[config.mk]
export PLATFORM = sky130hd
export DESIGN_NAME = branch_feedback_gen
export DESIGN_NICKNAME = d
export VERILOG_FILES = /design/src/rtl/branch_feedback_gen_pkg.sv /design/src/rtl/branch_resolve_table.sv /design/src/rtl/branch_feedback_gen.sv
export SDC_FILE = /design/constraint.sdc
export NUM_CORES = 2
export LEC_CHECK = 0
export CORE_MARGIN = 4
export CORE_UTILIZATION = 51
export CTS_BUF_LIST = sky130_fd_sc_hd__clkbuf_8
export CTS_CLUSTER_SIZE = 10
export DETAILED_ROUTE_END_ITERATION = 12
export PLACE_DENSITY = 0.68
export SYNTH_ARGS = -nofsm -noshare
export SYNTH_HDL_FRONTEND = slang
export SYNTH_SLANG_ARGS = --single-unit
[constraint.sdc]
create_clock -name clock -period 56.1 [get_ports clock]
set_input_delay 16.83 -clock clock [delete_from_list [all_inputs] [get_ports clock]]
set_output_delay 16.83 -clock clock [all_outputs]
set_load 0.05 [all_outputs]
[src/rtl/branch_feedback_gen_pkg.sv]
// Shared hart definitions and common parameters for the branch feedback path.
package branch_feedback_gen_pkg;

    localparam int unsigned NUM_OF_GRADUATE   = 2;
    localparam int unsigned VADDR_WIDTH       = 32;
    localparam int unsigned DEFAULT_ROB_DEPTH = 32;
    localparam int unsigned RESOLVE_TAG_WIDTH = $clog2(DEFAULT_ROB_DEPTH);
    localparam int unsigned COUNT_WIDTH       = 32;

    typedef enum logic {
        SLOT_EMPTY    = 1'b0,
        SLOT_RESOLVED = 1'b1
    } slot_state_e;

    typedef struct packed {
        logic                   valid;
        logic [VADDR_WIDTH-1:0] op_addr;
        logic                   taken;
    } is_taken_feedback_to_pred_t;

    typedef struct packed {
        logic                         valid;
        logic [RESOLVE_TAG_WIDTH-1:0] rob_tag;
        logic [VADDR_WIDTH-1:0]       op_addr;
        logic                         taken;
        logic                         pred;
    } branch_resolve_t;

    typedef struct packed {
        logic                         valid;
        logic [RESOLVE_TAG_WIDTH-1:0] rob_tag;
        logic                         is_branch;
    } graduate_info_t;

    // Outcome source seen by one graduation slot (table hit or same-cycle bypass).
    typedef struct packed {
        logic                   hit;
        logic [VADDR_WIDTH-1:0] op_addr;
        logic                   taken;
        logic                   pred;
    } resolve_src_t;

endpackage

[src/rtl/branch_resolve_table.sv]
// Tag-indexed store of resolved branch outcomes with resolve->graduate bypass,
// clear-on-graduate and flash clear on flush.
module branch_resolve_table
    import branch_feedback_gen_pkg::*;
#(
    parameter int unsigned NUM_OF_RESOLVE = 2,
    parameter int unsigned ROB_DEPTH      = DEFAULT_ROB_DEPTH,
    parameter int unsigned ROB_TAG_WIDTH  = $clog2(ROB_DEPTH)
) (
    input  logic                                            clock,
    input  logic                                            reset,
    input  branch_resolve_t [NUM_OF_RESOLVE-1:0]            resolve_i,
    input  logic                                            flush,
    input  logic [NUM_OF_GRADUATE-1:0]                      rd_en,
    input  logic [NUM_OF_GRADUATE-1:0][ROB_TAG_WIDTH-1:0]   rd_tag,
    output resolve_src_t [NUM_OF_GRADUATE-1:0]              rd_src_c
);

    slot_state_e            state_q [ROB_DEPTH];
    slot_state_e            state_d [ROB_DEPTH];
    logic [VADDR_WIDTH-1:0] addr_q  [ROB_DEPTH];
    logic [VADDR_WIDTH-1:0] addr_d  [ROB_DEPTH];
    logic                   taken_q [ROB_DEPTH];
    logic                   taken_d [ROB_DEPTH];
    logic                   pred_q  [ROB_DEPTH];
    logic                   pred_d  [ROB_DEPTH];

    // Read path: table contents, overridden by any same-cycle resolve (highest port last).
    always_comb begin
        rd_src_c = '0;
        for (int unsigned g = 0; g < NUM_OF_GRADUATE; g++) begin
            if (state_q[rd_tag[g]] == SLOT_RESOLVED) begin
                rd_src_c[g] = '{hit: 1'b1, op_addr: addr_q[rd_tag[g]],
                                taken: taken_q[rd_tag[g]], pred: pred_q[rd_tag[g]]};
            end
            for (int unsigned r = 0; r < NUM_OF_RESOLVE; r++) begin
                if (resolve_i[r].valid &&
                    (ROB_TAG_WIDTH'(resolve_i[r].rob_tag) == rd_tag[g])) begin
                    rd_src_c[g] = '{hit: 1'b1, op_addr: resolve_i[r].op_addr,
                                    taken: resolve_i[r].taken, pred: resolve_i[r].pred};
                end
            end
        end
    end

    // Write path: resolves first, graduation clears win over them, flush clears all.
    always_comb begin
        state_d = state_q;
        addr_d  = addr_q;
        taken_d = taken_q;
        pred_d  = pred_q;
        for (int unsigned r = 0; r < NUM_OF_RESOLVE; r++) begin
            if (resolve_i[r].valid) begin
                state_d[ROB_TAG_WIDTH'(resolve_i[r].rob_tag)] = SLOT_RESOLVED;
                addr_d[ROB_TAG_WIDTH'(resolve_i[r].rob_tag)]  = resolve_i[r].op_addr;
                taken_d[ROB_TAG_WIDTH'(resolve_i[r].rob_tag)] = resolve_i[r].taken;
                pred_d[ROB_TAG_WIDTH'(resolve_i[r].rob_tag)]  = resolve_i[r].pred;
            end
        end
        for (int unsigned g = 0; g < NUM_OF_GRADUATE; g++) begin
            if (rd_en[g]) begin
                state_d[rd_tag[g]] = SLOT_EMPTY;
            end
        end
        if (flush) begin
            for (int unsigned i = 0; i < ROB_DEPTH; i++) begin
                state_d[i] = SLOT_EMPTY;
            end
        end
    end

    always_ff @(posedge clock or posedge reset) begin
        if (reset) begin
            for (int unsigned i = 0; i < ROB_DEPTH; i++) begin
                state_q[i] <= SLOT_EMPTY;
                addr_q[i]  <= '0;
                taken_q[i] <= 1'b0;
                pred_q[i]  <= 1'b0;
            end
        end else begin
            state_q <= state_d;
            addr_q  <= addr_d;
            taken_q <= taken_d;
            pred_q  <= pred_d;
        end
    end

endmodule

[src/rtl/branch_feedback_gen.sv]
// Predictor feedback producer: releases resolved branch outcomes in graduation
// order and keeps branch / misprediction performance counters.
module branch_feedback_gen
    import branch_feedback_gen_pkg::*;
#(
    parameter int unsigned NUM_OF_RESOLVE = 2,
    parameter int unsigned ROB_DEPTH      = DEFAULT_ROB_DEPTH,
    parameter int unsigned ROB_TAG_WIDTH  = $clog2(ROB_DEPTH)
) (
    input  logic                                            clock,
    input  logic                                            reset,
    input  logic [NUM_OF_RESOLVE-1:0]                       resolve_valid,
    input  logic [NUM_OF_RESOLVE-1:0][ROB_TAG_WIDTH-1:0]    resolve_tag,
    input  logic [NUM_OF_RESOLVE-1:0][VADDR_WIDTH-1:0]      resolve_addr,
    input  logic [NUM_OF_RESOLVE-1:0]                       resolve_taken,
    input  logic [NUM_OF_RESOLVE-1:0]                       resolve_pred,
    input  logic [NUM_OF_GRADUATE-1:0]                      grad_valid,
    input  logic [NUM_OF_GRADUATE-1:0][ROB_TAG_WIDTH-1:0]   grad_tag,
    input  logic [NUM_OF_GRADUATE-1:0]                      grad_is_branch,
    input  logic                                            flush_in,
    output is_taken_feedback_to_pred_t [NUM_OF_GRADUATE-1:0] feedback,
    output logic [COUNT_WIDTH-1:0]                          branch_count,
    output logic [COUNT_WIDTH-1:0]                          mispred_count,
    output logic                                            missing_resolve
);

    branch_resolve_t [NUM_OF_RESOLVE-1:0]   resolve_c;
    logic [NUM_OF_GRADUATE-1:0]             grad_en_c;
    resolve_src_t [NUM_OF_GRADUATE-1:0]     src_c;

    is_taken_feedback_to_pred_t [NUM_OF_GRADUATE-1:0] feedback_q, feedback_d;
    logic [COUNT_WIDTH-1:0] branch_count_q, branch_count_d;
    logic [COUNT_WIDTH-1:0] mispred_count_q, mispred_count_d;
    logic                   missing_resolve_q, missing_resolve_d;

    always_comb begin
        for (int unsigned r = 0; r < NUM_OF_RESOLVE; r++) begin
            resolve_c[r] = '{valid:   resolve_valid[r],
                             rob_tag: RESOLVE_TAG_WIDTH'(resolve_tag[r]),
                             op_addr: resolve_addr[r],
                             taken:   resolve_taken[r],
                             pred:    resolve_pred[r]};
        end
    end

    assign grad_en_c = grad_valid & grad_is_branch;

    branch_resolve_table #(
        .NUM_OF_RESOLVE (NUM_OF_RESOLVE),
        .ROB_DEPTH      (ROB_DEPTH),
        .ROB_TAG_WIDTH  (ROB_TAG_WIDTH)
    ) u_table (
        .clock     (clock),
        .reset     (reset),
        .resolve_i (resolve_c),
        .flush     (flush_in),
        .rd_en     (grad_en_c),
        .rd_tag    (grad_tag),
        .rd_src_c  (src_c)
    );

    // A graduating branch without any outcome source is a sticky protocol error.
    always_comb begin
        feedback_d        = '0;
        branch_count_d    = branch_count_q;
        mispred_count_d   = mispred_count_q;
        missing_resolve_d = missing_resolve_q;
        for (int unsigned g = 0; g < NUM_OF_GRADUATE; g++) begin
            if (grad_en_c[g]) begin
                if (src_c[g].hit) begin
                    feedback_d[g].valid   = 1'b1;
                    feedback_d[g].op_addr = src_c[g].op_addr;
                    feedback_d[g].taken   = src_c[g].taken;
                    branch_count_d        = branch_count_d + COUNT_WIDTH'(1);
                    if (src_c[g].pred != src_c[g].taken) begin
                        mispred_count_d = mispred_count_d + COUNT_WIDTH'(1);
                    end
                end else begin
                    missing_resolve_d = 1'b1;
                end
            end
        end
    end

    always_ff @(posedge clock or posedge reset) begin
        if (reset) begin
            feedback_q        <= '0;
            branch_count_q    <= '0;
            mispred_count_q   <= '0;
            missing_resolve_q <= 1'b0;
        end else begin
            feedback_q        <= feedback_d;
            branch_count_q    <= branch_count_d;
            mispred_count_q   <= mispred_count_d;
            missing_resolve_q <= missing_resolve_d;
        end
    end

    assign feedback        = feedback_q;
    assign branch_count    = branch_count_q;
    assign mispred_count   = mispred_count_q;
    assign missing_resolve = missing_resolve_q;

endmodule

==> tab_implementation.tex <==
\begin{tabular}{lr}
\hline
Metric & Value \\
\hline
\multicolumn{2}{l}{\textbf{Synth}} \\
Number of instances in the synthesized netlist & 7549 \\
Netlist cell types & 88 \\
Proportion of netlist area held by the largest area contributor & 40.5\% \\
Sequential share of the synthesized area & between 40\% and 50\% \\
Synthesized netlist net count & 7650 \\
EDFF count, synth & 0 \\
Cell Area, Synth & between 0.07 and 0.08 mm\^{}2 \\
Yosys warnings & 0 \\
Top area cells in the synthesized netlist & dfrtp\_1 41\%, mux2i\_1 15\%, mux4\_2 15\%, a21oi\_1 4.1\%, o21ai\_0 3.6\% \\
Top flip-flop cell by instance count after synthesis & dfrtp\_1 \\
Async S/R FF share, synth & 100\% \\
Average cell area after synthesis & 10.3 um\^{}2 \\
Synthesized flop and latch total & 1253 \\
Most used standard cell by instance count after synthesis & dfrtp\_1 \\
Cell types with the highest counts after synthesis & 1253 x dfrtp\_1, 1190 x mux2i\_1, 735 x nand2\_1 \\
Area leader, netlist & dfrtp\_1 \\
\multicolumn{2}{l}{\textbf{Clock network}} \\
Post-CTS setup-driven buffer insertion count & 0 \\
Inserted Clock Buffers & around 220 \\
Hold buffer count at cts & 0 \\
Insertion delay of the later-clocked pin in the worst-skew pair & 1.02 ns \\
Clock-pin transition on the worst setup and hold timing paths & roughly 0.060 ns \\
Clock sinks & 1253 \\
Number of gates resized after cts & 0 \\
Maximum level of the CTS H-tree & 4 \\
Buffer type at the clock tree root & clkbuf\_8 \\
CTS tree & done \\
Clock Path Buffers & 3 \\
\multicolumn{2}{l}{\textbf{Cells and area}} \\
Number of nets in the layout & 7399 \\
Share of layout cells above drive strength 1 & 15.7\% \\
Fillcell total & 12800 \\
Area of the multi-input gates & 0.0431 mm\^{}2 \\
Final core utilization & $\sim$57\% \\
Area of all sequential standard cells & 0.0314 mm\^{}2 \\
Post-Layout Inst Area & 0.0854 mm\^{}2 \\
Area overhead of the layout relative to synthesis & 10.3\% \\
\multicolumn{2}{l}{\textbf{Global route}} \\
Global-route wire length before repair & about 450000 um \\
Antenna violations before repair & 12 \\
GR Util All Layers & between 30 and 40\% \\
Largest net degree at the start of global routing & 169 \\
Overflow left after global routing & 0 \\
Vias in the first global route & 63900 \\
\multicolumn{2}{l}{\textbf{Floorplanning}} \\
Width of the die & 398 um \\
Number of rows created at floorplan & 142 \\
Die boundary height & roughly 400 um \\
Number of top-level design ports & 230 \\
Area enclosed by the die boundary & 0.158 mm\^{}2 \\
Placeable core region & 0.150 mm\^{}2 \\
Starting density of the core & 51.5\% \\
\multicolumn{2}{l}{\textbf{Worst setup path}} \\
Kind of start point of the critical path & input pin \\
Cell repeated most along the worst path & buf\_4 \\
Reg2Reg Launch Point & u\_table.state\_q[17] \\
Critical Path Sink Type & register \\
Max Fanout on Critical Path & 32 \\
Required time of the critical path & 56.99 ns \\
Worst setup path category & input pin to register \\
Category of cells accounting for the largest share of critical-path delay & simple AND/OR/NAND/NOR gates \\
Data arrival, critical path & 23.67 ns \\
R2R setup slack & 50.29 ns \\
Cell with the biggest individual delay on the critical path & clkdlybuf4s50\_1 \\
Critical path, cell by cell & clkdlybuf4s50\_1 > nand4bb\_1 > o22ai\_1 > nor4\_1 > nand2\_2 > o21ai\_4 > buf\_4 > inv\_2 > o21ai\_1 > buf\_4 > xnor2\_1 > ha\_1 > nor3b\_1 > a22oi\_1 > nor4\_4 > nand4b\_1 > o32ai\_2 > xor2\_1 \\
Reg-to-reg endpoint & mispred\_count[24] \\
Cell depth of the worst flop-to-flop path & 17 \\
Largest stage delay on the critical path & 1.09 ns \\
Total buffers and inverters traversed by the critical path & 4 \\
\multicolumn{2}{l}{\textbf{Placed design}} \\
Final HPWL from detailed placement & between 150000 and 200000 um \\
Final GP Congestion & 0.981 \\
Placement Cell Area & 0.0809 mm\^{}2 \\
Port-buffer cells & 229 \\
\multicolumn{2}{l}{\textbf{STA}} \\
Post-route worst hold slack & 0.542 ns \\
RSZ-0062 raised after global routing & no \\
Final number of hold-violating endpoints & 0 \\
Clk\_skew & 0.0788 ns \\
Final cycle utilization of the critical path & 40.6\% \\
Final max-slew violation count & 0 \\
Count of endpoints failing setup in the final report & 0 \\
Worst-margin pin slew & 1.48 ns \\
Fmax & 43.9 MHz \\
Sum of negative setup slack & 0 ns \\
Relative slew slack & less than 1\% \\
Final critical delay including setup and external delays & 22.78 ns \\
\multicolumn{2}{l}{\textbf{Pwr}} \\
Static leakage power & 36.2 nW \\
Largest voltage drop on the vdd net & 0.0283 mV \\
Power Dens Cells & 33.0 mW/mm\^{}2 \\
\multicolumn{2}{l}{\textbf{Route}} \\
Avg Vias per Cell & around 7 \\
Initial detailed-routing violation count & 10800 \\
First-pass detailed-route iteration total & 10 \\
Average wire per standard cell & 33.0 um \\
Post-detailed-route DRC marker count & 0 \\
Remaining antenna violation count after routing & 0 \\
Final wirelength & 314000 um \\
Total number of vias & 66500 \\
\multicolumn{2}{l}{\textbf{Worst hold path}} \\
End point of the most critical hold path & missing\_resolve \\
Worst hold path cell count & 2 \\
Min-delay src & missing\_resolve \\
Hold Path Class & register to register \\
\multicolumn{2}{l}{\textbf{Job}} \\
Max-Cap Viols & 1 \\
\multicolumn{2}{l}{\textbf{Run status}} \\
Run status & finished with violations \\
Violations in the final reports & max-capacitance violations \\
\hline
\end{tabular}
[sequential cells by signal (all words and copies together) (netlist names)]
signal and flops:
u_table.addr_q 1024, missing_resolve 1, feedback 68, u_table.taken_q 32
mispred_count 32, u_table.state_q 32, u_table.pred_q 32, branch_count 32
[routing by layer]
metal	global-route usage, %	routed length, um	vias to the layer above
met5	0.185	78	-
met4	22.0	20200	6
met3	13.9	44400	1275
met2	55.7	134000	5470
met1	51.5	115000	32700
li1	-	-	27100
[worst max path at each step]
stage | from | end | slack, ns | depth (start not counted)
after detailed placement | grad_tag[0] | mispred_count[24] | 32.57 | 19
final | grad_tag[3] | mispred_count[24] | 33.32 | 18
after global placement | grad_tag[3] | mispred_count[24] | 32.67 | 17
after global routing | grad_tag[0] | mispred_count[24] | 33.08 | 19
after floorplan | reset | branch_count[0] | 3.96 | 1
after CTS | grad_tag[0] | mispred_count[24] | 33.62 | 19
[report_power, final]
part           leakage, nW  internal [mW]  switching (mW)
Clock                 2.58          0.454           0.413
Sequential            15.5           1.12           0.173
Combinational         18.1          0.348           0.317
Total                 36.2           1.92           0.903
[cell usage in the layout (no fill, tap or decap), types with 79 or more instances in the layout]
cell | synthesis | final
clkdlybuf4s50_1 | 0 | 225
a22oi_1 | 289 | 289
a21oi_1 | 630 | 630
inv_1 | 12 | 87
buf_4 | 2 | 195
nand2_1 | 735 | 702
nand4_1 | 79 | 79
nor2_1 | 732 | 696
mux4_2 | 512 | 512
o21ai_0 | 562 | 562
o22ai_1 | 81 | 81
dfrtp_1 | 1253 | 1253
mux2i_1 | 1190 | 1190
clkbuf_8 | 0 | 287
[layout make-up]
| class | count | area share (%) |
|---|---|---|
| timing repair buffer | 429 | 4.54 |
| sequential | 1253 | 36.7 |
| multi-input combinational | 5386 | 50.5 |
| tap | 2016 | 2.95 |
| antenna | 13 | 0.0381 |
| inverter | 13 | 0.0659 |
| clock inverter | 104 | 0.569 |
| clock buffer | 287 | 4.63 |
[metrics by stage]
stage,std cells,setup slack (ns),total power [mW]
after floorplan,7549,3.96,1.75
after global placement,9097,32.67,1.90
after detailed placement,9097,32.57,1.94
after CTS,9488,33.62,2.80
after global routing,9492,33.08,2.93
final,9501,33.32,2.82
[cell families (layout without fill, tap and decap cells)]
logic type                 after synthesis  after routing  synth area share (%)
adders and majority gates                4              4                0.0647
muxes                                 1703           1703                  30.3
other                                    0             13                     0
xor gates and xnor gates               125            125                  1.41
and+or+nand+nor                       1850           1850                  10.5
DFF                                   1253           1253                  40.5
AOI/OAI and AO/OA                     1704           1704                  12.7
buffers and inverters                  910            833                  4.55
[worst reg2reg max path, delay by kind of cell (launching register included)]
kind / cells / cell delay [ns]
muxes: 1 / 0.18
xor gates and xnor gates: 2 / 0.37
and+or+nand+nor: 5 / 1.90
DFF: 1 / 0.47
adders and majority gates: 1 / 0.20
buffers and inverters: 3 / 1.34
AOI/OAI and AO/OA: 5 / 1.22
Power figures use the tool's default switching activity.
